## config.mk

```make
export PLATFORM = sky130hd
export DESIGN_NAME = ifetch_queue
export DESIGN_NICKNAME = d
export VERILOG_FILES = /design/src/rtl/v850_pkg.sv /design/src/rtl/ifq_ring.sv /design/src/rtl/ifetch_queue.sv
export SDC_FILE = /design/constraint.sdc
export NUM_CORES = 2
export LEC_CHECK = 0
export ABC_AREA = 1
export BUFFER_PORTS_ARGS = -buffer_cell sky130_fd_sc_hd__buf_4
export CAP_MARGIN = 5
export CORE_MARGIN = 10
export CORE_UTILIZATION = 30
export CTS_BUF_LIST = sky130_fd_sc_hd__clkbuf_8
export DETAILED_ROUTE_END_ITERATION = 6
export PLACE_DENSITY_LB_ADDON = 0.25
export REMOVE_ABC_BUFFERS = 1
export SETUP_SLACK_MARGIN = 0.1
export SLEW_MARGIN = 30
export SYNTH_ARGS = -nofsm -noshare
export SYNTH_HDL_FRONTEND = slang
export SYNTH_SLANG_ARGS = --single-unit
```

## constraint.sdc

```tcl
create_clock -name clk -period 4.95 [get_ports clk]
set_input_delay 0.495 -clock clk [delete_from_list [all_inputs] [get_ports clk]]
set_output_delay 0.495 -clock clk [all_outputs]
set_load 0.01 [all_outputs]
```

## src/rtl/v850_pkg.sv

```systemverilog
// Shared types and constants for the v850 instruction fetch path.
package v850_pkg;

   localparam int PC_W      = 25;
   localparam int HW_PER_DW = 4;

   typedef logic [15:0]     halfword_t;
   typedef logic [PC_W-3:0] dword_addr_t;

endpackage

```

## src/rtl/ifq_ring.sv

```systemverilog
// Halfword ring buffer: 4-wide read window at head, up-to-4-wide write at tail.
module ifq_ring
   import v850_pkg::*;
#(
   parameter int DEPTH = 16,
   localparam int PW   = $clog2(DEPTH),
   localparam int CW   = PW + 1
) (
   input  logic          clk,
   input  logic          rst_n,
   input  logic          flush,
   input  logic          wr_en,
   input  logic [1:0]    wr_skip,
   input  logic [63:0]   wr_data,
   input  logic [2:0]    rd_eff,
   output logic [63:0]   win,
   output logic [CW-1:0] count
);

   halfword_t         mem [DEPTH];
   logic [PW-1:0]     head_reg;
   logic [PW-1:0]     tail_reg;
   logic [CW-1:0]     count_reg;
   logic [2:0]        push;

   assign push  = wr_en ? (3'(HW_PER_DW) - {1'b0, wr_skip}) : 3'd0;
   assign count = count_reg;

   always_ff @(posedge clk) begin
      if (!rst_n || flush) begin
         head_reg  <= '0;
         tail_reg  <= '0;
         count_reg <= '0;
      end else begin
         head_reg  <= head_reg + PW'(rd_eff);
         tail_reg  <= tail_reg + PW'(push);
         count_reg <= count_reg + CW'(push) - CW'(rd_eff);
      end
   end

   // Halfwords below wr_skip are dropped; the rest pack contiguously from tail.
   always_ff @(posedge clk) begin
      if (wr_en) begin
         for (int i = 0; i < HW_PER_DW; i++) begin
            if (i >= int'(wr_skip))
               mem[tail_reg + PW'(i) - PW'(wr_skip)] <= wr_data[16*i +: 16];
         end
      end
   end

   for (genvar gi = 0; gi < HW_PER_DW; gi++) begin : g_win
      assign win[16*gi +: 16] = mem[head_reg + PW'(gi)];
   end

endmodule

```

## src/rtl/ifetch_queue.sv

```systemverilog
// Instruction prefetch queue: one outstanding doubleword read, redirect flush/discard.
module ifetch_queue
   import v850_pkg::*;
#(
   parameter int PC_W     = 25,
   parameter int DEPTH    = 16,
   parameter int RESET_PC = 0
) (
   input  logic            clk,
   input  logic            rst_n,
   output logic            mem_req_o,
   output logic [PC_W-3:0] mem_addr_o,
   input  logic            mem_ack_i,
   input  logic [63:0]     mem_rdata_i,
   output logic [63:0]     win_o,
   output logic [2:0]      win_cnt_o,
   output logic [PC_W-1:0] pc_o,
   input  logic [2:0]      consume_i,
   input  logic            redirect_i,
   input  logic [PC_W-1:0] redirect_pc_i
);

   localparam int CW = $clog2(DEPTH) + 1;
   localparam logic [PC_W-1:0] RST_PC = PC_W'(RESET_PC);

   logic            req_reg,     req_next;
   logic [PC_W-3:0] addr_reg,    addr_next;
   logic [PC_W-3:0] fetch_reg,   fetch_next;
   logic [1:0]      lo_reg,      lo_next;
   logic            first_reg,   first_next;
   logic            discard_reg, discard_next;
   logic [PC_W-1:0] pc_reg,      pc_next;

   logic [CW-1:0]   count;
   logic [2:0]      eff;
   logic            fill;
   logic            room;

   assign mem_req_o  = req_reg;
   assign mem_addr_o = addr_reg;
   assign pc_o       = pc_reg;
   assign win_cnt_o  = (count >= CW'(4)) ? 3'd4 : count[2:0];

   assign eff  = redirect_i ? 3'd0 : ((consume_i > win_cnt_o) ? win_cnt_o : consume_i);
   assign fill = mem_ack_i && req_reg && !discard_reg && !redirect_i;
   // Space check uses the pre-consume count; a redirect empties the ring.
   assign room = redirect_i || (count <= CW'(DEPTH - HW_PER_DW));

   always_comb begin
      req_next     = req_reg;
      addr_next    = addr_reg;
      fetch_next   = fetch_reg;
      lo_next      = lo_reg;
      first_next   = first_reg;
      discard_next = discard_reg;
      pc_next      = pc_reg + PC_W'(eff);

      if (req_reg && mem_ack_i) begin
         req_next     = 1'b0;
         discard_next = 1'b0;
      end
      if (fill) begin
         fetch_next = fetch_reg + 1'b1;
         first_next = 1'b0;
      end
      if (redirect_i) begin
         pc_next    = redirect_pc_i;
         fetch_next = redirect_pc_i[PC_W-1:2];
         lo_next    = redirect_pc_i[1:0];
         first_next = 1'b1;
         if (req_reg && !mem_ack_i)
            discard_next = 1'b1;
      end
      if (!req_reg && room) begin
         req_next  = 1'b1;
         addr_next = fetch_next;
      end
   end

   always_ff @(posedge clk) begin
      if (!rst_n) begin
         req_reg     <= 1'b0;
         addr_reg    <= RST_PC[PC_W-1:2];
         fetch_reg   <= RST_PC[PC_W-1:2];
         lo_reg      <= RST_PC[1:0];
         first_reg   <= 1'b1;
         discard_reg <= 1'b0;
         pc_reg      <= RST_PC;
      end else begin
         req_reg     <= req_next;
         addr_reg    <= addr_next;
         fetch_reg   <= fetch_next;
         lo_reg      <= lo_next;
         first_reg   <= first_next;
         discard_reg <= discard_next;
         pc_reg      <= pc_next;
      end
   end

   ifq_ring #(
      .DEPTH (DEPTH)
   ) u_ring (
      .clk     (clk),
      .rst_n   (rst_n),
      .flush   (redirect_i),
      .wr_en   (fill),
      .wr_skip (first_reg ? lo_reg : 2'd0),
      .wr_data (mem_rdata_i),
      .rd_eff  (eff),
      .win     (win_o),
      .count   (count)
   );

endmodule

```

==> summary.txt <==
GRT
  – Total routing usage reported by global routing: 27.0%
  – Vias in the first global route: 31400
  – Remaining Overflow, GRT: 0
  – Wire length of the first global-routing pass: 222000 um
  – Number of antenna violations at the first check in global routing: 13
  – Maximum number of pins on one net before global-route repair: 180

Power
  – Total internal power: 6.33 mW
  – IR drop worst, VDD: 0.195 mV
  – Net Sw Frac: 39.2%
  – Combinational cell fraction of total power: 37.8%
  – Tot Pwr: 10.4 mW
  – Share of total power in sequential cells: 32.3%
  – Relative contribution of the clock network to total power: 29.9%
  – Cell Pwr Density: 304 nW/um^2
  – Static leakage: 14.7 nW
  – Net switching power of the design: 4.08 mW

Floorplanning
  – Starting density of the core: 30.3%
  – Die Area: 111000 um^2
  – Width of the die: 333 um
  – Core footprint: 97100 um^2
  – Number of standard-cell rows in the floorplan: 114
  – Die boundary height: 333 um
  – Num ports: 212

Setup path
  – Sort of element at the end of the critical path: flip-flop
  – WP data arrival: 4960 ps
  – Req. time, crit path: 5360 ps
  – Highest net fanout along the worst path: 15
  – Startpoint-to-endpoint class of the critical path: reg2reg
  – Setup crit start kind: flip-flop

Timing
  – RSZ-0062 raised after global routing: no
  – Relative slew slack: 23.1%
  – Fin crit period: 4550 ps
  – Max Clock Skew: 39.0 ps
  – Pin slew with the least headroom to its limit: 1150 ps
  – Final number of max-transition violations: 0
  – Share of the clock period used by the worst path: 91.8%
  – Fmax: 220 MHz
  – Number of setup violations in the final report: 0
  – Total count of hold-check failures in the final report: 0
  – Final sum of negative setup slack: 0 ps

Synth
  – Post-synth design cell area: 29500 um^2
  – Top_reg_cell synth: sky130_fd_sc_hd__edfxtp_1
  – Portion of the post-synthesis area used by sequential elements: 32.1%
  – Post-synth EDFFs: 256
  – Avg Cell Area, Syn: 6.53 um^2
  – Async set or reset register ratio after synthesis: 0%
  – #FFs+latches synth: 345
  – Yosys Warn Count: 0
  – Cell variety after synth: 48
  – Number of instances in the synthesized netlist: 4511

Clocking
  – Max Root-Sink Buffers: 3
  – Root buffer cell: sky130_fd_sc_hd__clkbuf_8
  – Clock slew at reported path FFs: 60 ps
  – Buffers inserted during post-CTS setup optimization: 0
  – CTS tree: built
  – # H-tree levels: 3
  – Clock Sink Count: 345
  – TritonCTS buffer count: 70
  – Insertion delay to the later sink of the worst-skew pair: 670 ps

Final layout
  – Fin cells: 5978
  – Most common cell after layout, fill and taps aside: sky130_fd_sc_hd__nand2_1
  – Leading cell types in the layout, fill and taps excluded: sky130_fd_sc_hd__nand2_1, sky130_fd_sc_hd__nand3_1, sky130_fd_sc_hd__nor2_1
  – Number of nets at the end of the flow: 4776
  – Max reg flops: 256
  – Layout cells sized above 1: 12.1%
  – Area growth from synthesis to layout: 16.0%
  – Most flop-heavy register: u_ring.mem

Place
  – Dpl cells: 5840
  – Final weighted congestion in routability-driven placement: 1.07
  – Port Buffers: 211
  – Final HPWL DP: 108000 um

Run status
  – Run status: complete, but fails checks
  – Violations in the final reports: design-rule violations

Routing
  – Detail-routed net length per standard cell: 26.3 um
  – Detailed Route Iter0 Violations: 4845
  – Routed vias: 33900
  – DRC: 1
  – Final wirelength: 157000 um
  – Length of the first detailed-routing pass in iterations: 7
  – Post-detailed-route via-to-cell ratio: 5.67
  – DRT antenna net count: 0

Worst hold path
  – Hold Path Class: in2reg

Run
  – Count of maximum capacitance violations: 0
==> through the flow <==
step	utilization (%)	instance area, um^2	hold WS [ps]	worst slack (ps)
5_1_grt	35.2	34200	35.4	115
3_5_place_dp	33.7	32700	450	597
2_1_floorplan	-	28200	429	-10130
4_1_cts	35.1	34100	1.65	504
6_report	35.2	34200	46.3	404
3_3_place_gp	33.7	32700	447	648
==> path summary, 6_finish.rpt <==
path / from / end / slack, ps / depth (start not counted)
hold / removal: redirect_pc_i[19] / pc_o[19] / 50 / 3
setup reg to reg: lo_reg[1] / u_ring.mem[0][4] / 400 / 15
setup / recovery: lo_reg[1] / u_ring.mem[0][4] / 400 / 15
hold reg to reg: lo_reg[0] / lo_reg[0] / 460 / 2
==> what timing repair did <==
action	in CTS	in global routing
resized for setup	0	2
hold buffers	1	0
endpoints found under the setup margin	0	3
hold endpoints to repair	1	0
==> synthesized netlist by cell type, types with 3 or more instances <==
library cell               count  area, um^2
sky130_fd_sc_hd__a21oi_1     257        1290
sky130_fd_sc_hd__a22oi_1      77         578
sky130_fd_sc_hd__and3_1        3        18.8
sky130_fd_sc_hd__buf_1        38         143
sky130_fd_sc_hd__buf_2        90         450
sky130_fd_sc_hd__clkbuf_1    189         709
sky130_fd_sc_hd__clkinv_1     16        60.1
sky130_fd_sc_hd__dfxtp_1      89        1780
sky130_fd_sc_hd__edfxtp_1    256        7690
sky130_fd_sc_hd__fa_1         10         200
sky130_fd_sc_hd__ha_1         32         400
sky130_fd_sc_hd__inv_1       343        1290
sky130_fd_sc_hd__inv_2        20        75.1
sky130_fd_sc_hd__mux2i_1     186        1860
sky130_fd_sc_hd__nand2_1    1325        4970
sky130_fd_sc_hd__nand2_2      10        62.6
sky130_fd_sc_hd__nand3_1     608        3040
sky130_fd_sc_hd__nand3b_1      4        30.0
sky130_fd_sc_hd__nand4_1      17         106
sky130_fd_sc_hd__nor2_1      451        1690
sky130_fd_sc_hd__nor2_2       19         119
sky130_fd_sc_hd__nor2_4       15         169
sky130_fd_sc_hd__nor3_1       12        60.1
sky130_fd_sc_hd__o211ai_1     62         465
sky130_fd_sc_hd__o21a_1       51         383
sky130_fd_sc_hd__o21ai_0     267        1340
sky130_fd_sc_hd__o21ai_1      12        60.1
sky130_fd_sc_hd__o21bai_1      4        30.0
sky130_fd_sc_hd__o22ai_1      12        75.1
sky130_fd_sc_hd__xnor2_1       6        52.6
sky130_fd_sc_hd__xor2_1        8        70.1
==> cell families (layout without fill, tap and decap cells) <==
family                   count (synthesis)  after routing  share of synthesized area (%)
other                                    0              9                              0
flip-flops                             345            345                           32.1
adder cells (fa/ha/maj)                 42             42                           2.04
AND/OR/NAND/NOR                       2475           2475                           35.3
AO/OA/AOI/OAI                          749            749                           14.5
multiplexers                           186            186                           6.32
XOR/XNOR                                14             14                          0.416
buffers and inverters                  700            882                           9.32
==> worst max-delay path: stages, from the launching register on <==
cell and delay [ps]:
sky130_fd_sc_hd__dfxtp_1 320, sky130_fd_sc_hd__nand2_1 190, sky130_fd_sc_hd__inv_1 140, sky130_fd_sc_hd__ha_1 330
sky130_fd_sc_hd__ha_1 230, sky130_fd_sc_hd__fa_1 400, sky130_fd_sc_hd__inv_1 60, sky130_fd_sc_hd__nand2_1 50
sky130_fd_sc_hd__nand2_1 120, sky130_fd_sc_hd__nand2_1 230, sky130_fd_sc_hd__nor2_4 560, sky130_fd_sc_hd__clkinv_1 1090
sky130_fd_sc_hd__nor2_1 340, sky130_fd_sc_hd__a21oi_1 60, sky130_fd_sc_hd__nand2_1 110, sky130_fd_sc_hd__inv_1 40
==> layer usage <==
metal,vias up,wire length (um),GRT usage [%]
li1,15300,-,-
met1,15700,61300,34.4
met2,2329,64700,39.9
met3,574,20700,9.14
met4,18,10200,14.6
met5,-,119,0
==> final cells by class <==
type | instances | area, um^2
Antenna cell | 9 | 22.5
Timing Repair Buffer | 375 | 2930
Clock inverter | 51 | 352
Tap cell | 1276 | 1600
Inverter | 380 | 1430
Multi-Input combinational cell | 3466 | 17300
Clock buffer | 76 | 1050
Sequential cell | 345 | 9480
Fill cell | 10600 | 62900
==> power groups by stage <==
stage	combinational (mW)	sequential (mW)	clock, mW
global placement	3.89	3.42	0
floorplan	2.45	3.55	0
global route	4.36	3.38	3.27
finish	3.93	3.36	3.12
CTS	3.93	3.36	3.16
detailed placement	3.92	3.42	0
Note: power is estimated with default switching activity, not from simulation.
